`config.mk`:
```
export PLATFORM = sky130hd
export DESIGN_NAME = point_spawner
export DESIGN_NICKNAME = d
export VERILOG_FILES = /design/src/rtl/point_spawner.sv
export SDC_FILE = /design/constraint.sdc
export NUM_CORES = 1
export LEC_CHECK = 0
export CORE_MARGIN = 4
export CORE_UTILIZATION = 42
export CTS_CLUSTER_SIZE = 40
export DETAILED_ROUTE_END_ITERATION = 8
export GPL_ROUTABILITY_DRIVEN = 0
export GPL_TIMING_DRIVEN = 0
export SLEW_MARGIN = 20
export SYNTH_ARGS = -nofsm -noshare
export SYNTH_HDL_FRONTEND = slang
export SYNTH_SLANG_ARGS = --single-unit
export TNS_END_PERCENT = 1
```
`constraint.sdc`:
```
create_clock -name clk -period 11.2 [get_ports clk]
set_input_delay 2.24 -clock clk [delete_from_list [all_inputs] [get_ports clk]]
set_output_delay 2.24 -clock clk [all_outputs]
set_load 0.02 [all_outputs]
```
`src/rtl/point_spawner.sv`:
```
// -----------------------------------------------------------------------------
// point_spawner
//
// Collectible-point generator and scorer for up to four players. One point
// lives on a CELL-pitch grid. When a player's box overlaps it, the point is
// awarded and hidden. A cooldown runs, then an LFSR proposes new cells, one
// per cycle. A proposal is refused when it lies off-grid, the terrain block
// reports it as blocked, or it overlaps a player. After MAX_TRIES refusals
// the point falls back to (INIT_COL, INIT_ROW). Reaching WIN_SCORE freezes
// the game until reset.
//
// Optional feature macro: POINT_SHARED_SCORE_EN
//   defined   : every player overlapping in the award cycle scores
//   undefined : only the lowest-index overlapping player scores (one-hot mask)
//
// Ports
//   clk           system clock
//   rst           asynchronous active-high reset
//   player_x/y    NUM_PLAYERS x 10-bit player centres (player i at [i*10 +: 10])
//   cand_x/y      candidate centre presented to the terrain collision block
//   cand_blocked  same-cycle terrain reply for cand_x/cand_y
//   point_x/y     active point centre
//   point_valid   point is drawable and collectable
//   scores        NUM_PLAYERS x SCORE_W scores (player i at [i*SCORE_W +: SCORE_W])
//   collect       one-cycle pulse per award
//   collect_mask  players awarded, valid with collect
//   game_over     some score reached WIN_SCORE
//   winner        lowest-index player at WIN_SCORE, valid with game_over
// -----------------------------------------------------------------------------
module point_spawner #(
  parameter int          NUM_PLAYERS = 2,
  parameter int          GRID_COLS   = 31,
  parameter int          GRID_ROWS   = 23,
  parameter int          CELL        = 32,
  parameter int          POINT_SIZE  = 8,
  parameter int          PLAYER_SIZE = 16,
  parameter int          SCORE_W     = 5,
  parameter int          WIN_SCORE   = 20,
  parameter int          COOLDOWN    = 10000,
  parameter int          MAX_TRIES   = 64,
  parameter int          INIT_COL    = 15,
  parameter int          INIT_ROW    = 1,
  parameter logic [15:0] LFSR_SEED   = 16'hACE1
) (
  input  logic                           clk,
  input  logic                           rst,
  input  logic [NUM_PLAYERS*10-1:0]      player_x,
  input  logic [NUM_PLAYERS*10-1:0]      player_y,
  output logic [9:0]                     cand_x,
  output logic [9:0]                     cand_y,
  input  logic                           cand_blocked,
  output logic [9:0]                     point_x,
  output logic [9:0]                     point_y,
  output logic                           point_valid,
  output logic [NUM_PLAYERS*SCORE_W-1:0] scores,
  output logic                           collect,
  output logic [NUM_PLAYERS-1:0]         collect_mask,
  output logic                           game_over,
  output logic [1:0]                     winner
);

  typedef enum logic [1:0] {ACTIVE, COOL, SPAWN, OVER} state_t;

  localparam int                COOL_W    = (COOLDOWN > 1) ? $clog2(COOLDOWN) : 1;
  localparam int                TRY_W     = (MAX_TRIES > 1) ? $clog2(MAX_TRIES) : 1;
  localparam logic [10:0]       HIT_RANGE = 11'(POINT_SIZE + PLAYER_SIZE);
  localparam logic [8:0]        COLS_LIM  = 9'(GRID_COLS);
  localparam logic [8:0]        ROWS_LIM  = 9'(GRID_ROWS);
  localparam logic [9:0]        INIT_X    = 10'((INIT_COL + 1) * CELL);
  localparam logic [9:0]        INIT_Y    = 10'((INIT_ROW + 1) * CELL);
  localparam logic [COOL_W-1:0] COOL_LAST = COOL_W'(COOLDOWN - 1);
  localparam logic [TRY_W-1:0]  TRY_LAST  = TRY_W'(MAX_TRIES - 1);
  localparam logic [SCORE_W-1:0] WIN_LIM  = SCORE_W'(WIN_SCORE);

  // Unsigned distance on an 11-bit range so that the subtraction never wraps.
  function automatic logic [10:0] abs_diff(input logic [9:0] a, input logic [9:0] b);
    logic [10:0] ea;
    logic [10:0] eb;
    ea = {1'b0, a};
    eb = {1'b0, b};
    return (ea >= eb) ? (ea - eb) : (eb - ea);
  endfunction

  function automatic logic boxes_overlap(input logic [9:0] ax, input logic [9:0] ay,
                                         input logic [9:0] bx, input logic [9:0] by);
    return (abs_diff(ax, bx) <= HIT_RANGE) && (abs_diff(ay, by) <= HIT_RANGE);
  endfunction

  // Grid index to pixel centre; off-grid indices are truncated but never accepted.
  function automatic logic [9:0] cell_pix(input logic [7:0] idx);
    return 10'((32'(idx) + 32'd1) * 32'(CELL));
  endfunction

  state_t                                 state_q, state_d;
  logic [15:0]                            lfsr_q;
  logic                                   lfsr_fb;
  logic [9:0]                             ptx_q, ptx_d;
  logic [9:0]                             pty_q, pty_d;
  logic                                   valid_q, valid_d;
  logic [NUM_PLAYERS-1:0][SCORE_W-1:0]    score_q, score_d, score_inc;
  logic                                   collect_q, collect_d;
  logic [NUM_PLAYERS-1:0]                 mask_q, mask_d;
  logic                                   over_q, over_d;
  logic [1:0]                             winner_q, winner_d;
  logic [COOL_W-1:0]                      cool_q, cool_d;
  logic [TRY_W-1:0]                       try_q, try_d;

  logic [NUM_PLAYERS-1:0][9:0]            plx, ply;
  logic [NUM_PLAYERS-1:0]                 hit_point;
  logic [NUM_PLAYERS-1:0]                 hit_cand;
  logic [NUM_PLAYERS-1:0]                 award;
  logic                                   win_any;
  logic [1:0]                             win_idx;
  logic                                   cand_in_grid;
  logic                                   cand_ok;

  assign plx = player_x;
  assign ply = player_y;

  // ---- overlap and candidate evaluation --------------------------------------
  assign cand_x = cell_pix(lfsr_q[7:0]);
  assign cand_y = cell_pix(lfsr_q[15:8]);

  always_comb begin
    hit_point = '0;
    hit_cand  = '0;
    for (int i = 0; i < NUM_PLAYERS; i++) begin
      hit_point[i] = boxes_overlap(ptx_q, pty_q, plx[i], ply[i]);
      hit_cand[i]  = boxes_overlap(cand_x, cand_y, plx[i], ply[i]);
    end
  end

  assign cand_in_grid = ({1'b0, lfsr_q[7:0]} < COLS_LIM) && ({1'b0, lfsr_q[15:8]} < ROWS_LIM);
  assign cand_ok      = cand_in_grid && !cand_blocked && !(|hit_cand);

`ifdef POINT_SHARED_SCORE_EN
  assign award = hit_point;
`else
  // Isolate the lowest set bit: x & -x.
  assign award = hit_point & (~hit_point + NUM_PLAYERS'(1));
`endif

  // ---- score update and win detection -----------------------------------------
  always_comb begin
    score_inc = score_q;
    win_any   = 1'b0;
    win_idx   = 2'd0;
    for (int i = 0; i < NUM_PLAYERS; i++) begin
      score_inc[i] = score_q[i] + SCORE_W'(award[i]);
    end
    // Descending scan so the lowest index wins ties.
    for (int i = NUM_PLAYERS - 1; i >= 0; i--) begin
      if (score_inc[i] >= WIN_LIM) begin
        win_any = 1'b1;
        win_idx = 2'(i);
      end
    end
  end

  assign lfsr_fb = lfsr_q[15] ^ lfsr_q[14] ^ lfsr_q[12] ^ lfsr_q[3];

  // ---- next-state decision ------------------------------------------------------
  always_comb begin
    state_d   = state_q;
    ptx_d     = ptx_q;
    pty_d     = pty_q;
    valid_d   = valid_q;
    score_d   = score_q;
    collect_d = 1'b0;
    mask_d    = '0;
    over_d    = over_q;
    winner_d  = winner_q;
    cool_d    = cool_q;
    try_d     = try_q;
    case (state_q)
      ACTIVE: begin
        if (|award) begin
          collect_d = 1'b1;
          mask_d    = award;
          score_d   = score_inc;
          valid_d   = 1'b0;
          if (win_any) begin
            state_d  = OVER;
            over_d   = 1'b1;
            winner_d = win_idx;
          end else begin
            state_d = COOL;
            cool_d  = '0;
          end
        end
      end
      COOL: begin
        if (cool_q == COOL_LAST) begin
          state_d = SPAWN;
          try_d   = '0;
        end else begin
          cool_d = cool_q + COOL_W'(1);
        end
      end
      SPAWN: begin
        if (cand_ok) begin
          ptx_d   = cand_x;
          pty_d   = cand_y;
          valid_d = 1'b1;
          state_d = ACTIVE;
        end else if (try_q == TRY_LAST) begin
          ptx_d   = INIT_X;
          pty_d   = INIT_Y;
          valid_d = 1'b1;
          state_d = ACTIVE;
        end else begin
          try_d = try_q + TRY_W'(1);
        end
      end
      OVER: begin
        valid_d = 1'b0;
      end
      default: begin
        state_d = ACTIVE;
      end
    endcase
  end

  // ---- state registers ------------------------------------------------------------
  always_ff @(posedge clk or posedge rst) begin
    if (rst) begin
      state_q   <= ACTIVE;
      lfsr_q    <= LFSR_SEED;
      ptx_q     <= INIT_X;
      pty_q     <= INIT_Y;
      valid_q   <= 1'b1;
      score_q   <= '0;
      collect_q <= 1'b0;
      mask_q    <= '0;
      over_q    <= 1'b0;
      winner_q  <= 2'd0;
      cool_q    <= '0;
      try_q     <= '0;
    end else begin
      state_q   <= state_d;
      lfsr_q    <= {lfsr_q[14:0], lfsr_fb};
      ptx_q     <= ptx_d;
      pty_q     <= pty_d;
      valid_q   <= valid_d;
      score_q   <= score_d;
      collect_q <= collect_d;
      mask_q    <= mask_d;
      over_q    <= over_d;
      winner_q  <= winner_d;
      cool_q    <= cool_d;
      try_q     <= try_d;
    end
  end

  assign point_x      = ptx_q;
  assign point_y      = pty_q;
  assign point_valid  = valid_q;
  assign scores       = score_q;
  assign collect      = collect_q;
  assign collect_mask = mask_q;
  assign game_over    = over_q;
  assign winner       = winner_q;

endmodule

```
# ---- Yosys cells after proc, flatten, opt, wreduce, memory -nomap -nowiden
# Index checks and enable logic that the tools add are counted.
dict set report word_totals {
  reg_bits 75
  inputBits 43
}
dict set report classes {
  n_addsub 23
  magnitude_cmp 20
  eq_ne 12
  mux 38
  bitwise 5
  n_reduce_logical 24
}
# op n
set op_table {}
lappend op_table {{$sub 10x10->11} 16}
lappend op_table {{$le 11x5->1 const B} 8}
lappend op_table {{$mux 11} 8}
lappend op_table {{$ge 10x10->1} 8}
lappend op_table {{$mux 14} 3}
lappend op_table {{$mux 10} 4}
lappend op_table {{$pmux 14 s2} 1}
lappend op_table {{$mux 6} 3}
lappend op_table {{$lt 8x5->1 const B} 2}
lappend op_table {{$mux 2} 8}
lappend op_table {{$add 14x1->14 const B} 1}
lappend op_table {{$eq 14x14->1 const B} 1}
lappend op_table {{$ne 2x2->1 const B} 6}
lappend op_table {{$pmux 6 s2} 1}
lappend op_table {{$reduce_and 4->1} 3}
lappend op_table {{$add 5x1->5} 2}
lappend op_table {{$add 5x1->5 const B} 2}
lappend op_table {{$ge 5x5->1 const B} 2}
lappend op_table {{$mux 1} 8}
lappend op_table {{$logic_and 1x1->1} 7}
lappend op_table {{$add 6x1->6 const B} 1}
lappend op_table {{$eq 6x6->1 const B} 1}
lappend op_table {{$pmux 2 s3} 1}
lappend op_table {{$reduce_and 3->1} 2}
lappend op_table {{other kinds (14)} 23}

# ---- Logic depth before layout (Yosys ltp)
# Gate-level depths: netlist of the first run.
dict set report logic_depth {
  ltp_word 14
  ltp_mapped 23
  depth_no_buf 22
}

# ---- Least setup slack after synthesis of the first run
# Ideal clock, no wire load.
dict set report synth_path {
  path_type {input port to flip-flop}
  start {in player_y[6]}
  end {reg cool_q[13]}
  setup_time_ns 0.121
  t_arrival_ns 6.446
  setup_slack_ns 4.633
  path_stages 19
  n_path_buf 2
  path_cell_list {inv_1 -> ha_1 -> a2111oi_4 -> or3b_1 -> a221o_1 -> nor4_1 -> and3_1 -> buf_6 -> nor2_1 -> ha_1 -> ha_1 -> o311ai_0 -> o21ai_0 -> or2_2 -> nor3_1 -> a221oi_4 -> a21o_1 -> buf_6 -> a22o_1}
}
dict set report synth_via {
  elab_chain_len 13
  word_cells_on_any_way 19
  cone_classes {add/sub: 5; order compare: 4; eq/ne: 2; mux: 3; bitwise: 2; reduce/logical: 3}
}
# item line_no
set synth_lines {}
lappend synth_lines {{start: declaration} 48} ;# input logic [NUM_PLAYERS*10-1:0] player_y,
lappend synth_lines {{$sub 10x10->11 / $ge 10x10->1 (equally long branches)} 81} ;# return (ea >= eb) ? (ea - eb) : (eb - ea);
lappend synth_lines {{$mux 11 (*)} 81}
lappend synth_lines {{$le 11x5->1 (*)} 86} ;# return (abs_diff(ax, bx) <= HIT_RANGE) && (abs_diff(ay, by) <= HIT_RANGE);
lappend synth_lines {{$logic_and 1x1->1 (*)} 86}
lappend synth_lines {{$not 2->2} 140} ;# assign award = hit_point & (~hit_point + NUM_PLAYERS'(1));
lappend synth_lines {{$add 2x1->2} 140}
lappend synth_lines {{$and 2x2->2 (*)} 140}
lappend synth_lines {{$add 5x1->5} 149} ;# score_inc[i] = score_q[i] + SCORE_W'(award[i]);
lappend synth_lines {{$ge 5x5->1} 153} ;# if (score_inc[i] >= WIN_LIM) begin
lappend synth_lines {{$mux 1 (2 in series)} 153}
lappend synth_lines {{$ne 2x2->1 (no line)} --}
lappend synth_lines {{$reduce_and 4->1 (no line) (*)} --}
lappend synth_lines {{end signal: assignment} 250} ;# cool_q <= cool_d;
lappend synth_lines {{end: declaration} 105} ;# logic [COOL_W-1:0] cool_q, cool_d;
# Every way passes the cells marked *; elsewhere a longest branch is shown, timed or not.
# A chain may end at the register's enable or synchronous reset.

# ---- Worst setup path after layout of the first run
dict set report layout_path {
  start {in player_x[6]}
  end {reg cool_q[3]}
}
dict set report layout_via {
  elab_chain_len 13
  word_cells_on_any_way 19
  cone_classes {add/sub: 5; order compare: 4; eq/ne: 2; mux: 3; bitwise: 2; reduce/logical: 3}
}
# item line_no
set layout_lines {}
lappend layout_lines {{start: declaration} 47} ;# input logic [NUM_PLAYERS*10-1:0] player_x,
lappend layout_lines {{$sub 10x10->11 / $ge 10x10->1 (equally long branches)} 81}
lappend layout_lines {{$mux 11 (*)} 81}
lappend layout_lines {{$le 11x5->1 (*)} 86}
lappend layout_lines {{$logic_and 1x1->1 (*)} 86}
lappend layout_lines {{$not 2->2} 140}
lappend layout_lines {{$add 2x1->2} 140}
lappend layout_lines {{$and 2x2->2 (*)} 140}
lappend layout_lines {{$add 5x1->5} 149}
lappend layout_lines {{$ge 5x5->1} 153}
lappend layout_lines {{$mux 1 (2 in series)} 153}
lappend layout_lines {{$ne 2x2->1 (no line)} --}
lappend layout_lines {{$reduce_and 4->1 (no line) (*)} --}
# Marked as above.

==> metrics.yaml, run 1 <==
run_status: "finished clean"
yosys_register_bits: 64
netlist_top_cells_area: "sky130_fd_sc_hd__dfrtp_1, sky130_fd_sc_hd__ha_1, sky130_fd_sc_hd__dfstp_2, sky130_fd_sc_hd__a21o_1, sky130_fd_sc_hd__inv_1"
cts_tree: "yes"
critPathCaptureType: "register"
grt_pass1_vias: 6077
asr_flop_ratio_synth_pct: 100.0
worst_skew_pair.late_latency_ns: 0.33
wl_met1_mm: 9.311
grt_setup_unrepaired: "false"
synth_top_area_share_pct: 18.60
cts_resized: 0
layout.cells.non_filler: 1154
floorplan.die.height_um: 138.3
maxUsedRoutingLayer: "met5"
overflow: 0
timing.final.max_slew_violations: 0
share_of_the_yosys_chip_area_belonging_to_registers_pct: 22.65
area.sequential_um2: 1615
routed_wire_length_per_instance_um: 16.01
routed-wl-met3_um: 721
report.final.setup_viol: 0
min_period_over_period_pct: 67.94
total_negative_setup_slacks_ns: 0
synth-main-ff-cell: "sky130_fd_sc_hd__dfrtp_1"
synth_area_leader_cell: "sky130_fd_sc_hd__dfrtp_1"
post-synth-top-count-cell: "sky130_fd_sc_hd__ha_1"
commonest_cells_in_the_synthesized_netlist: "sky130_fd_sc_hd__ha_1, sky130_fd_sc_hd__inv_1, sky130_fd_sc_hd__dfrtp_1"
antenna_cells: 0
power.internal_uw: 658.3
critical-path-max-stage-delay_ns: 0.65
row_count: 47
number_of_hold_violations_in_the_final_report: 0
fillerInstances: 1605
drtAntennaViolNets: 0
cts_made_buffers: 9
dpl.hpwl_mm: 14.55
count_of_buffers_inserted_at_the_top_level_ports: 78
fraction_of_power_spent_switching_nets_pct: 38.96
die_area_um2: 19130
grt_first_pass_wirelength_mm: 30.94
crit_path_max_fanout: 8
io_pins: 100
syn-instance-count: 819
logic_pwr_share_pct: 44.9
met2_wirelength_mm: 8.280
relSlewSlack_pct: 46.74
switchingPower_uw: 420.3
cpMaxStageDelayCell: "sky130_fd_sc_hd__clkdlybuf4s50_1"
drt-vias-per-instance: 5.579
first_iter_violations: 281
post-place-cells: 1138
worst_pin_slew_ns: 0.7923
fin_nets: 1070
antenna_found_initial: 1
timing.hold.worst.class: "reg2reg"
initial_utilization_pct: 43.00
drc: 0
achievable-frequency_mhz: 131.4
post_cts.repair.setup_buffers: 0
worst_setup_skew_after_layout_ns: 0.007428
synth-edff-count: 0
clock_tree_root_buffer_cell: "sky130_fd_sc_hd__clkbuf_16"
count_of_yosys_warnings_during_synthesis: 0
crit_type: "in2reg"
cts_hold_repair.buffers: 0
clk_transition_reported_paths_ns: 0.06
share_of_final_layout_standard_cells_stronger_than_drive_strength_1_pct: 9.529
worst_path_bufs_invs: 3
multiInputGateArea_um2: 5036
worstSetupStartpointType: "input pin"
post_synth_instance_area_um2: 7131
drt-pass1-iter-count: 5
grt_max_degree: 37
power_density_nw_per_um2: 125.5
power.share.clock_pct: 27.6
p_seq_share_pct: 27.4
dieWidth_um: 138.3
via_count: 6438
mean_syn_cell_area_um2: 8.706
vdd_ir_drop_max_v: 0.0001074
count_of_cell_types_in_the_netlist: 87
finalWirelength_mm: 18.48
crit_chain: "clkdlybuf4s50_1, inv_1, ha_1, a21o_1, a41o_1, a211oi_1, mux2_2, nor4_1, and3_1, buf_6, nor2_1, ha_1, ha_1, o311ai_0, o21ai_0, or2_2, nor3_1, a22oi_1, and3_1, o32a_1"
syn2layout_area_growth_pct: 20.57
cpLargestDelayFamily: "compound AO/OA/AOI/OAI gates"
core_region_area_um2: 16580
period_minus_slack_ns: 7.610
cpMostUsedCell: "sky130_fd_sc_hd__ha_1"
power.static_leakage_nw: 3.935
grt.total_usage_pct: 19.07
clock_net_sink_count: 64
critPathArrivalTime_ns: 7.83
clockBufferDepth: 2
cts_htree_levels: 3
worst_ep_required_time_ns: 11.42
drv.max_cap_violation_count: 0
-- cell families after synthesis --
logic type / count (synthesis) / share of synthesized area, %
simple gates: 257 / 19.97
buf+inv: 114 / 7.773
mux: 17 / 2.474
other cells: 1 / 0.05259
fa+ha+maj: 98 / 18.04
compound gates: 241 / 25.72
flops: 64 / 22.65
xor+xnor: 27 / 3.316
-- power groups by stage --
stage	combinational, mW	clock (mW)	sequential, mW
global placement	0.481	0	0.300
CTS	0.486	0.305	0.296
floorplan	0.345	0	0.299
finish	0.485	0.298	0.296
global route	0.542	0.317	0.301
detailed placement	0.484	0	0.300
-- routing by layer --
layer  up-vias  GRT usage, %
li1       3248             -
met1      3042         27.67
met2       130         29.86
met3        16         3.522
met4         2         3.796
met5         -             0
-- sequential cells by signal, summed over array words and instances (netlist names) --
register and cells:
scores 10, point_valid 1, state_q 2, collect 1, collect_mask 2, point_y 5, try_q 6, point_x 5
lfsr_q 16, cool_q 14, game_over 1, winner 1
-- per-stage QoR --
step / power, mW / hold WS, ns / setup WS, ns / cell area (um^2) / util (%)
finish: 1.079 / 0.3650 / 3.590 / 8597 / 51.84
global placement: 0.7812 / 0.3548 / 3.286 / 8262 / 49.82
CTS: 1.087 / 0.3655 / 3.584 / 8597 / 51.84
floorplan: 0.6443 / 0.3540 / 4.633 / 7206 / -
global route: 1.160 / 0.3699 / 3.197 / 8597 / 51.84
detailed placement: 0.7837 / 0.3574 / 3.277 / 8284 / 49.95
-- worst paths after layout --
path | start | endpoint | slack [ns] | depth (start not counted)
max | player_x[6] | cool_q[3] | 3.59 | 20
min | lfsr_q[6] | lfsr_q[7] | 0.36 | 0
max reg2reg | point_y[5] | cool_q[3] | 5.73 | 21
min reg2reg | lfsr_q[6] | lfsr_q[7] | 0.36 | 0
max in group asynchronous | rst | point_y[6] | 8.35 | 3
min in group asynchronous | rst | collect | 2.25 | 2
-- final cells by class --
class / count / share of cell area, %
well taps: 220 / 3.202
flip-flops and latches: 64 / 18.79
clock inverters: 6 / 0.9751
inverters: 67 / 2.954
multi-input cells: 661 / 58.58
plain buffers: 47 / 3.522
repair buffers: 79 / 9.315
clock buffers: 10 / 2.663
-- worst register-to-register path, delay by kind of cell (launching register included) --
| family | cells | cell delay [ns] |
|---|---|---|
| XOR/XNOR | 1 | 0.17 |
| flip-flops | 1 | 0.53 |
| AO/OA/AOI/OAI | 8 | 1.67 |
| multiplexers | 1 | 0.13 |
| buffers and inverters | 1 | 0.06 |
| AND/OR/NAND/NOR | 6 | 1.73 |
| adder cells (fa/ha/maj) | 4 | 1.08 |
-- layout by cell type (no fill, tap or decap), drive strengths merged, types with 21 or more instances in the layout --
cell           Yosys  routed
dfrtp             53      53
buf               31      32
o21ai             31      31
nand2             51      51
conb               1      21
nor2              38      38
clkbuf            16      26
ha                90      90
a21oi             38      38
clkdlybuf4s50      0      78
inv               66      66
nor3              22      22
nand3             30      30
a21o              33      33
No activity file was read; power rests on OpenSTA's default activity.
==> run 2, diff against run 1 <==
Settings changed: PLACE_DENSITY from default to 0.66.
Clock period 11.2 ns to 7 ns, I/O delays scaled along.
==> run 2 against run 1 <==
Compared with the run above: worst hold slack got worse by 0.0011 ns; wire length decreased by 2.2%; sequential power increased by 61%; power increased by 58%; clock skew decreased by 0.0012 ns; final area unchanged; final cell count unchanged; global-route usage decreased by 0.73 points; die area unchanged.
==> metrics.yaml, run 2 (synthesis gave the netlist of run 1 again) <==
syn2layout_area_growth_pct: 20.57
final_cell_mix: "sky130_fd_sc_hd__ha_1, sky130_fd_sc_hd__clkdlybuf4s50_1, sky130_fd_sc_hd__inv_1, sky130_fd_sc_hd__dfrtp_1, sky130_fd_sc_hd__nand2_1"
drtAntennaViolNets: 0
report.final.setup_viol: 0
grt_first_pass_wirelength_mm: 29.93
timing.hold.worst.class: "reg2reg"
first_iter_violations: 337
row_count: 47
share_of_final_layout_standard_cells_stronger_than_drive_strength_1_pct: 9.743
total_negative_setup_slacks_ns: 0
antenna_found_initial: 0
routed_wire_length_per_instance_um: 15.67
min_period_over_period_pct: 92.51
cts_made_buffers: 9
hold-worst-slack_ns: 0.3638
drc: 0
overflow: 0
switchingPower_uw: 677.5
drt-vias-per-instance: 5.601
crit_type: "in2reg"
grt_setup_unrepaired: "false"
achievable-frequency_mhz: 154.4
dieWidth_um: 138.3
worst_hold_path.num_cells: 0
drt-pass1-iter-count: 5
largest_register_ffs: 16
grt_pass1_vias: 6061
final_common_cell: "sky130_fd_sc_hd__ha_1"
floorplan.die.height_um: 138.3
number_of_hold_violations_in_the_final_report: 0
initial_utilization_pct: 43.00
p_seq_share_pct: 28.0
clock_net_sink_count: 64
logic_pwr_share_pct: 45.3
reg2regPathDepth: 22
critPathCaptureType: "register"
clock_tree_root_buffer_cell: "sky130_fd_sc_hd__clkbuf_16"
cts_tree: "yes"
fin_nets: 1070
critPathArrivalTime_ns: 6.69
worst_skew_pair.late_latency_ns: 0.33
post_cts.repair.setup_buffers: 0
dpl.hpwl_mm: 14.22
period_minus_slack_ns: 6.476
finalWirelength_mm: 18.08
die_area_um2: 19130
fillerInstances: 1570
relSlewSlack_pct: 46.90
fraction_of_power_spent_switching_nets_pct: 39.71
core_region_area_um2: 16580
power.share.clock_pct: 26.7
clockBufferDepth: 2
regMostFlops: "lfsr_q"
worst_ep_required_time_ns: 7.22
crit_path_max_fanout: 10
power.static_leakage_nw: 3.919
clk_transition_reported_paths_ns: 0.06
io_pins: 100
power_density_nw_per_um2: 198.4
count_of_buffers_inserted_at_the_top_level_ports: 78
power.internal_mw: 1.028
run_status: "finished clean"
cts_hold_repair.buffers: 0
vdd_ir_drop_max_v: 0.0001983
drv.max_cap_violation_count: 0
grt.total_usage_pct: 18.34
antenna_cells: 0
via_count: 6464
worst_pin_slew_ns: 0.7899
timing.final.max_slew_violations: 0
worst_setup_skew_after_layout_ns: 0.006237
grt_max_degree: 35
worstSetupStartpointType: "input pin"
cts_htree_levels: 3
==> run 2: cell count changes in the layout (fill, tap and decap cells not counted), sizes merged <==
cell      change
bufinv        -1
clkinvlp      +4
clkinv        -3
==> run 2: final timing paths <==
check / endpoint / slack (ns) / start
min in group asynchronous: scores[3] / 1.42 / rst
max in group asynchronous: lfsr_q[6] / 5.00 / rst
worst max register to register: cool_q[13] / 1.83 / point_y[5]
worst min-delay path: lfsr_q[7] / 0.36 / lfsr_q[6]
worst max-delay path: cool_q[13] / 0.52 / player_x[6]
worst min register to register: lfsr_q[7] / 0.36 / lfsr_q[6]
==> run 2: final cells by class <==
type | count | area, um^2 | area share [%]
plain buffers | 47 | 302.8 | 3.522
clock buffers | 10 | 239.0 | 2.780
clock inverters | 6 | 68.82 | 0.8005
inverters | 67 | 254.0 | 2.954
multi-input cells | 661 | 5041 | 58.64
flip-flops and latches | 64 | 1615 | 18.79
well taps | 220 | 275.3 | 3.202
repair buffers | 79 | 800.8 | 9.315
==> run 2: worst max-delay path, stage by stage <==
cell and delay [ns]:
sky130_fd_sc_hd__clkdlybuf4s50_1 0.65, sky130_fd_sc_hd__inv_1 0.12, sky130_fd_sc_hd__ha_1 0.39, sky130_fd_sc_hd__a21o_1 0.19
sky130_fd_sc_hd__a41o_1 0.26, sky130_fd_sc_hd__a211oi_1 0.29, sky130_fd_sc_hd__mux2_2 0.36, sky130_fd_sc_hd__nor4_1 0.19
sky130_fd_sc_hd__and3_1 0.27, sky130_fd_sc_hd__buf_6 0.17, sky130_fd_sc_hd__nor2_1 0.06, sky130_fd_sc_hd__ha_1 0.20
sky130_fd_sc_hd__ha_1 0.24, sky130_fd_sc_hd__o311ai_0 0.31, sky130_fd_sc_hd__o21ai_0 0.20, sky130_fd_sc_hd__or2_2 0.34
sky130_fd_sc_hd__nor3_2 0.30, sky130_fd_sc_hd__a221oi_4 0.13, sky130_fd_sc_hd__a21o_1 0.23, sky130_fd_sc_hd__buf_6 0.15
sky130_fd_sc_hd__a22o_1 0.23
==> run 2: timing repair <==
item | in CTS | in global routing
setup endpoints to repair | 0 | 6
resized for setup | 0 | 1
hold endpoints to repair | 0 | 0
==> run 2: power by group through the flow <==
stage	combinational, mW	sequential (mW)	clock (mW)
after floorplan	0.552	0.479	0
after global placement	0.762	0.483	0
after detailed placement	0.771	0.484	0
after CTS	0.776	0.478	0.464
after global routing	0.863	0.484	0.479
final	0.773	0.477	0.456
==> run 2: layer usage <==
layer,GRT usage [%],wire [um],up-vias
met4,4.212,249,0
met5,0,0,-
met2,30.91,8528,147
met3,2.762,713,24
met1,24.93,8588,3047
li1,-,-,3246
==> run 2: stage by stage <==
step	setup WS (ns)	total power, mW	std cells	area, um^2	utilization, %
detailed placement	0.03045	1.255	1138	8284	49.95
CTS	0.3519	1.719	1154	8592	51.81
floorplan	1.273	1.031	839	7206	-
global route	0.06265	1.826	1154	8597	51.84
global placement	0.06230	1.245	1137	8262	49.82
finish	0.5244	1.706	1154	8597	51.84
==> run 3, diff against run 2 <==
Settings changed: CORE_UTILIZATION 42 to 51, CTS_CLUSTER_SIZE 40 to default, PLACE_DENSITY 0.66 to 0.78.
==> run 3 against run 2 <==
Compared with the run above: maximum frequency down 1.8%; clock skew up 0.0014 ns; first-iteration DRC count up 21%; register-to-register slack worse by 0.14 ns; worst hold slack barely moved; combinational power rose by 0.5%; non-clock buffer count unchanged; sequential power barely moved; die area shrank 17%.
==> metrics.yaml, run 3 (synthesis gave the netlist of run 1 again) <==
power.static_leakage_nw: 3.930
core_region_area_um2: 13450
number_of_hold_violations_in_the_final_report: 0
finalWirelength_mm: 17.86
worst_setup_skew_after_layout_ns: 0.007668
regMostFlops: "lfsr_q"
dpl.hpwl_mm: 13.90
clock_tree_root_buffer_cell: "sky130_fd_sc_hd__clkbuf_16"
drv.max_cap_violation_count: 0
reg2regPathDepth: 21
post_cts.repair.setup_buffers: 0
setup.reg_to_reg.worst_slack_ns: 1.69
clock_net_sink_count: 64
grt_setup_unrepaired: "false"
initial_utilization_pct: 53.00
die_area_um2: 15940
worst_pin_slew_ns: 0.8568
cts_made_buffers: 9
vdd_ir_drop_max_v: 0.0001778
final_core_utilization_pct: 63.40
timing.hold.worst.class: "reg2reg"
cts_htree_levels: 3
overflow: 0
drtAntennaViolNets: 0
grt_pass1_vias: 6214
crit_path_max_fanout: 10
syn2layout_area_growth_pct: 19.62
via_count: 6594
timing.final.max_slew_violations: 0
drt-vias-per-instance: 5.946
run_status: "finished clean"
worst_skew_pair.late_latency_ns: 0.33
report.final.setup_viol: 0
critPathCaptureType: "register"
grt.total_usage_pct: 22.11
first_iter_violations: 408
io_pins: 100
worstSetupStartpointType: "input pin"
power_density_nw_per_um2: 198.6
power.total_mw: 1.694
period_minus_slack_ns: 6.596
antenna_found_initial: 0
hold-worst-slack_ns: 0.3642
clk_transition_reported_paths_ns: 0.05
drt-pass1-iter-count: 5
drc: 0
largest_register_ffs: 16
grt_max_degree: 60
final_common_cell: "sky130_fd_sc_hd__ha_1"
dieWidth_um: 126.2
grt_first_pass_wirelength_mm: 29.88
cts_tree: "yes"
worst_ep_required_time_ns: 7.21
postLayoutCellArea_um2: 8529
min_period_over_period_pct: 94.23
share_of_final_layout_standard_cells_stronger_than_drive_strength_1_pct: 9.539
crit_type: "in2reg"
routed_wire_length_per_instance_um: 16.10
critPathArrivalTime_ns: 6.81
achievable-frequency_mhz: 151.6
floorplan.die.height_um: 126.2
final_cell_mix: "sky130_fd_sc_hd__ha_1, sky130_fd_sc_hd__clkdlybuf4s50_1, sky130_fd_sc_hd__inv_1, sky130_fd_sc_hd__dfrtp_1, sky130_fd_sc_hd__nand2_1"
clockBufferDepth: 2
count_of_buffers_inserted_at_the_top_level_ports: 78
relSlewSlack_pct: 42.41
worst_hold_path.num_cells: 0
row_count: 42
antenna_cells: 0
placed_cell_area_um2: 8237
fin_nets: 1070
-- run 3: per-stage QoR --
step                setup TNS [ns]  cells  setup slack [ns]
CTS                              0   1109            0.3014
floorplan                        0    839             1.273
detailed placement        -0.05195   1094          -0.02686
global route                     0   1109           0.03710
finish                           0   1109            0.4039
global placement                 0   1093           0.02079
-- run 3: final cells by class --
type / instances / area (um^2)
clock buffers: 11 / 242.7
multi-input cells: 661 / 5041
repair buffers: 79 / 808.3
clock inverters: 4 / 45.04
well taps: 176 / 220.2
fillers: 1146 / 4923
flip-flops and latches: 64 / 1615
inverters: 67 / 254.0
plain buffers: 47 / 302.8
-- run 3: final timing paths --
path                         endpoint         from
max                        cool_q[13]  player_x[6]
min                         lfsr_q[7]    lfsr_q[6]
max reg2reg                cool_q[13]   point_y[6]
min reg2reg                 lfsr_q[7]    lfsr_q[6]
max in group asynchronous   lfsr_q[6]          rst
min in group asynchronous   scores[9]          rst
-- run 3: power breakdown --
group	internal [mW]	switching [mW]
Clock	0.281	0.157
Combinational	0.326	0.451
Sequential	0.417	0.0615
Total	1.02	0.670
-- run 3: repair_timing --
action,in CTS,in global routing
gates resized for setup,0,1
hold buffers,0,0
setup endpoints to repair,0,13
-- run 3: routing by layer --
metal / GRT usage [%] / up-vias / part of all wire, %
met5: 0 / - / 0
met4: 6.246 / 0 / 1.9
met3: 3.260 / 36 / 4.8
met2: 35.46 / 206 / 46
met1: 31.13 / 3107 / 47
li1: - / 3245 / -
-- run 3: critical path, cell delays in order --
cell and delay, ns:
sky130_fd_sc_hd__clkdlybuf4s50_1 0.64, sky130_fd_sc_hd__inv_1 0.14, sky130_fd_sc_hd__ha_1 0.39, sky130_fd_sc_hd__a21o_1 0.18
sky130_fd_sc_hd__a41o_1 0.26, sky130_fd_sc_hd__a211oi_1 0.30, sky130_fd_sc_hd__mux2_2 0.37, sky130_fd_sc_hd__nor4_1 0.20
sky130_fd_sc_hd__and3_1 0.25, sky130_fd_sc_hd__buf_6 0.17, sky130_fd_sc_hd__nor2_1 0.07, sky130_fd_sc_hd__ha_1 0.21
sky130_fd_sc_hd__ha_1 0.24, sky130_fd_sc_hd__o311ai_0 0.31, sky130_fd_sc_hd__o21ai_0 0.23, sky130_fd_sc_hd__or2_2 0.36
sky130_fd_sc_hd__nor3_2 0.30, sky130_fd_sc_hd__a221oi_4 0.14, sky130_fd_sc_hd__a21o_1 0.25, sky130_fd_sc_hd__buf_6 0.16
sky130_fd_sc_hd__a22o_1 0.24
